## src/rtl/dmem_master.sv

```systemverilog
// Initiator-side controller for the 256x8 synchronous data memory: sequences single-byte
// loads/stores and forward block copies behind a valid/ready request handshake.
module dmem_master #(
  parameter int unsigned AW = 8,
  parameter int unsigned DW = 8
) (
  input  logic          clk,
  input  logic          reset,
  input  logic          req_valid,
  output logic          req_ready,
  input  logic [1:0]    req_op,
  input  logic [AW-1:0] req_addr,
  input  logic [AW-1:0] req_dst,
  input  logic [7:0]    req_len,
  input  logic [DW-1:0] req_wdata,
  output logic          resp_valid,
  output logic [DW-1:0] resp_rdata,
  output logic          resp_err,
  output logic          busy,
  output logic [AW-1:0] mem_address,
  output logic [DW-1:0] mem_write_data,
  output logic          mem_memread,
  output logic          mem_memwrite,
  input  logic [DW-1:0] mem_read_data
);

  typedef enum logic [2:0] {
    StIdle,
    StLdRd,
    StLdCap,
    StStWr,
    StCpRd,
    StCpWr
  } state_e;

  state_e        state_q, state_d;
  logic [AW-1:0] src_q, src_d;
  logic [AW-1:0] dst_q, dst_d;
  logic [7:0]    len_q, len_d;
  logic [7:0]    cnt_q, cnt_d;
  logic [DW-1:0] wdata_q, wdata_d;
  logic [DW-1:0] rdata_q, rdata_d;
  logic          resp_valid_q, resp_valid_d;
  logic          resp_err_q, resp_err_d;
  logic          accept;

  assign req_ready  = (state_q == StIdle) & ~reset;
  assign accept     = req_valid & req_ready;
  assign busy       = (state_q != StIdle);
  assign resp_valid = resp_valid_q;
  assign resp_err   = resp_err_q;
  assign resp_rdata = rdata_q;

  always_comb begin
    state_d      = state_q;
    src_d        = src_q;
    dst_d        = dst_q;
    len_d        = len_q;
    cnt_d        = cnt_q;
    wdata_d      = wdata_q;
    rdata_d      = rdata_q;
    resp_valid_d = 1'b0;
    resp_err_d   = 1'b0;
    unique case (state_q)
      StIdle: begin
        if (accept) begin
          src_d   = req_addr;
          dst_d   = req_dst;
          len_d   = req_len;
          wdata_d = req_wdata;
          cnt_d   = 8'd0;
          unique case (req_op)
            2'b00: state_d = StLdRd;
            2'b01: state_d = StStWr;
            2'b10: begin
              if (req_len == 8'd0) resp_valid_d = 1'b1;
              else                 state_d      = StCpRd;
            end
            default: begin
              resp_valid_d = 1'b1;
              resp_err_d   = 1'b1;
            end
          endcase
        end
      end
      StLdRd:  state_d = StLdCap;
      StLdCap: begin
        rdata_d      = mem_read_data;
        resp_valid_d = 1'b1;
        state_d      = StIdle;
      end
      StStWr: begin
        resp_valid_d = 1'b1;
        state_d      = StIdle;
      end
      StCpRd:  state_d = StCpWr;
      StCpWr: begin
        if (cnt_q == len_q - 8'd1) begin
          rdata_d      = mem_read_data;
          resp_valid_d = 1'b1;
          state_d      = StIdle;
        end else begin
          cnt_d   = cnt_q + 8'd1;
          state_d = StCpRd;
        end
      end
      default: state_d = StIdle;
    endcase
  end

  // Strobes come from registered state only; copy write data is the memory's read
  // register, valid because the previous CP_RD edge loaded it.
  always_comb begin
    mem_memread    = 1'b0;
    mem_memwrite   = 1'b0;
    mem_address    = '0;
    mem_write_data = '0;
    unique case (state_q)
      StLdRd: begin
        mem_memread = 1'b1;
        mem_address = src_q;
      end
      StStWr: begin
        mem_memwrite   = 1'b1;
        mem_address    = src_q;
        mem_write_data = wdata_q;
      end
      StCpRd: begin
        mem_memread = 1'b1;
        mem_address = src_q + AW'(cnt_q);
      end
      StCpWr: begin
        mem_memwrite   = 1'b1;
        mem_address    = dst_q + AW'(cnt_q);
        mem_write_data = mem_read_data;
      end
      default: ;
    endcase
  end

  always_ff @(posedge clk) begin
    if (reset) begin
      state_q      <= StIdle;
      src_q        <= '0;
      dst_q        <= '0;
      len_q        <= '0;
      cnt_q        <= '0;
      wdata_q      <= '0;
      rdata_q      <= '0;
      resp_valid_q <= 1'b0;
      resp_err_q   <= 1'b0;
    end else begin
      state_q      <= state_d;
      src_q        <= src_d;
      dst_q        <= dst_d;
      len_q        <= len_d;
      cnt_q        <= cnt_d;
      wdata_q      <= wdata_d;
      rdata_q      <= rdata_d;
      resp_valid_q <= resp_valid_d;
      resp_err_q   <= resp_err_d;
    end
  end

endmodule

```

## config.mk

```make
export PLATFORM = sky130hd
export DESIGN_NAME = dmem_master
export DESIGN_NICKNAME = d
export VERILOG_FILES = /design/src/rtl/dmem_master.sv
export SDC_FILE = /design/constraint.sdc
export NUM_CORES = 1
export LEC_CHECK = 0
export CAP_MARGIN = 0
export CORE_MARGIN = 2
export CORE_UTILIZATION = 40
export DETAILED_ROUTE_END_ITERATION = 10
export MAX_ROUTING_LAYER = met4
export PLACE_DENSITY = 0.75
export SYNTH_ARGS = -nofsm -noshare
export SYNTH_HDL_FRONTEND = slang
export SYNTH_SLANG_ARGS = --single-unit
export TNS_END_PERCENT = 30
```

## constraint.sdc

```tcl
create_clock -name clk -period 7.4 [get_ports clk]
set_input_delay 0.74 -clock clk [delete_from_list [all_inputs] [get_ports clk]]
set_output_delay 0.74 -clock clk [all_outputs]
set_load 0.02 [all_outputs]
```

==> flow_summary.json <==
{
  "status": "completed",
  "ys_top_cells_by_area": "dfxtp_1 (33%), nand2_1 (8.0%), nand2b_1 (6.2%), o21ai_0 (5.5%), mux2i_1 (4.9%)",
  "rrSetupSlack_ns": 4.68,
  "drive_gt1_share_pct": 9.375,
  "portBuffers": 74,
  "synthTopCellsByCount": "nand2_1 (69), dfxtp_1 (53), o21ai_0 (36)",
  "synth_top_cell_area_share_pct": 32.67,
  "r2r_end": "cnt_q[3]",
  "syn2layout_area_growth_pct": 26.27,
  "io-pin-count": 75,
  "grt_max_degree": 61,
  "worstReg2RegStart": "state_q[2]",
  "die_w_um": 94.11,
  "critPathKind": "flip-flop to primary output",
  "synth_cell_type_count": 57,
  "clkSlewWorstSetupHoldPaths_ns": 0.10,
  "vias_per_cell": 5.124,
  "yosys.area.top_type": "dfxtp_1",
  "cts_tree": "yes",
  "start_util_pct": 41.60,
  "clock_latency_ns": 0.31,
  "ys_ff_latch": 53,
  "p_leak_nw": 1.552,
  "routed_wl_um": 7665,
  "critPathMostFrequentCell": "nand2_1",
  "place.gp.congestion": 0.9041,
  "postSynthCellCount": 387,
  "synth_most_common_cell": "nand2_1",
  "whs_path_depth": 2,
  "fin_area_mm2": 0.004101,
  "drv_slew": 0,
  "fin_crit_sh_pct": 73.58,
  "crit_fanout": 13,
  "powerDensity_mw_per_mm2": 167.7,
  "required_ns": 6.66,
  "firstDrtPassIters": 4,
  "antenna_found_initial": 0,
  "post_cts_buffers": 0,
  "wl_per_cell_um": 13.94,
  "critPathMaxStageDelay_ns": 0.72,
  "root_buffer": "clkbuf_8",
  "clockBufferDepth": 2,
  "design.core.area_mm2": 0.007807,
  "min_to": "wdata_q[6]",
  "cpMaxStageDelayCell": "nor2_1",
  "place_hpwl_um": 5777,
  "min_path_type": "flip-flop to flip-flop",
  "crit_chain": "inv_1, nor2_1, and2_1, nand2_1, nand2_1, ha_1, a21o_1, a21oi_1, o21bai_1, a2111oi_0, o21ai_0, nand3_1, clkdlybuf4s50_1",
  "vdd_ir_drop_max_mv": 0.07508,
  "syn_nets": 442,
  "worst_slew_pin_slew_ns": 0.8876,
  "holdCritStartpoint": "wdata_q[6]",
  "n_fill_cell": 734,
  "rsz0062_at_grt": "false",
  "ant_nets": 0,
  "hold_violations": 0,
  "ys_seq_area_share_pct": 32.67,
  "clock_sinks": 53,
  "synthFlopType": "dfxtp_1",
  "grt_pass1_vias": 2718,
  "clock.fmax_ghz": 0.1837,
  "reg2reg_depth": 6,
  "overflow": 0,
  "cts_made_buffers": 5,
  "cts_max_level": 2,
  "finClkSkew_ns": 0.005207,
  "drtIter0Drc": 144,
  "fp.dieArea_mm2": 0.008857,
  "synth_enable_flop_cells": 0,
  "yosys_warnings": 0,
  "cp.arrival_ns": 4.71,
  "tns_ns": 0,
  "cp-end-kind": "primary output",
  "timing.final.setup_violations": 0,
  "drc": 0,
  "grt_first_pass_wirelength_um": 12700,
  "track_usage_pct": 18.35,
  "async_flop_share_pct": 0,
  "cp-start-kind": "flip-flop",
  "post_dp_cell_area_mm2": 0.003994,
  "die_h_um": 94.11,
  "diodes": 0,
  "max-slew-margin-rel_pct": 40.61,
  "hold_buffers": 0,
  "row_count": 32,
  "min_period_ns": 5.445,
  "drv_cap": 0,
  "syn-cell-area_mm2": 0.003248,
  "ctsResizeCount": 0,
  "synth_area_per_cell_um2": 8.393,
  "final_nets": 503,
  "dr_total_vias": 2818
}
routing by layer:
| layer | vias up | GRT usage [%] | share of wire (%) |
|---|---|---|---|
| li1 | 1454 | - | - |
| met5 | - | - | 0 |
| met2 | 50 | 30.77 | 47 |
| met3 | 7 | 2.408 | 4.2 |
| met1 | 1307 | 23.41 | 48 |
| met4 | 0 | 4.710 | 1.1 |
power breakdown:
part           switching [mW]  total, mW  internal, mW
Sequential             0.0216      0.327         0.306
Clock                  0.0964      0.197         0.100
Combinational          0.0813      0.164        0.0825
cell usage in the layout (no fill, tap or decap), types with 3 or more instances in the layout:
master / n
a21boi_1: 3
a21o_1: 3
a21oi_1: 14
a22oi_1: 8
and3_1: 3
clkbuf_8: 5
clkdlybuf4s50_1: 74
dfxtp_1: 53
ha_1: 9
inv_1: 6
mux2i_1: 16
nand2_1: 69
nand2b_1: 32
nand3_1: 8
nor2_1: 9
nor2b_1: 10
nor3_1: 3
o21ai_0: 36
o31ai_1: 4
or2b_2: 15
or3_1: 9
xnor2_1: 7
xor2_1: 8
registers in the layout, summed over array words and instances, names as in the netlist:
register,cells
len_q,8
dst_q,8
state_q,3
wdata_q,8
src_q,8
resp_valid,1
resp_rdata,8
cnt_q,8
resp_err,1
per-stage QoR:
step	power (mW)	cells	hold slack (ns)	setup WS, ns	utilization [%]
after floorplan	0.4408	387	0.4489	3.636	-
after CTS	0.6935	550	0.4847	1.986	52.53
after global routing	0.7211	550	0.5098	1.522	52.53
final	0.6878	550	0.4810	1.955	52.53
after detailed placement	0.4980	543	0.4678	2.376	51.15
after global placement	0.4937	543	0.4615	2.578	51.15
cells by family (layout without fill, tap and decap cells):
family	after synthesis	in the layout	synth area share [%]
simple gates	179	179	31.74
flops	53	53	32.67
mux	16	16	4.931
xor+xnor	15	15	4.045
compound gates	86	86	17.57
buf+inv	28	89	4.969
fa+ha+maj	10	10	4.083
how the worst max path moves through the flow:
stage | startpoint | to | slack, ns | cells past startpoint
3_5_place_dp | state_q[2] | mem_address[7] | 2.38 | 13
3_3_place_gp | state_q[2] | mem_address[7] | 2.58 | 13
5_1_grt | state_q[2] | mem_address[7] | 1.52 | 13
2_1_floorplan | state_q[2] | mem_address[6] | 3.64 | 15
4_1_cts | state_q[2] | mem_address[7] | 1.99 | 13
6_report | state_q[2] | mem_address[7] | 1.95 | 13
critical path, delay by kind of cell, from the launching register on:
family                   cells  cell delay, ns
flip-flops                   1            0.55
AO/OA/AOI/OAI                5            1.22
adder cells (fa/ha/maj)      1            0.23
AND/OR/NAND/NOR              5            1.57
buffers and inverters        2            0.82
cell type report:
cell class / instances / area (um^2) / area share (%)
timing repair buffer: 76 / 755.7 / 18.43
clock buffer: 5 / 68.82 / 1.678
inverter: 6 / 22.52 / 0.5491
clock inverter: 2 / 38.79 / 0.9457
multi-input combinational: 306 / 2027 / 49.42
tap: 102 / 127.6 / 3.112
sequential: 53 / 1061 / 25.87
No activity file was read; power rests on OpenSTA's default activity.
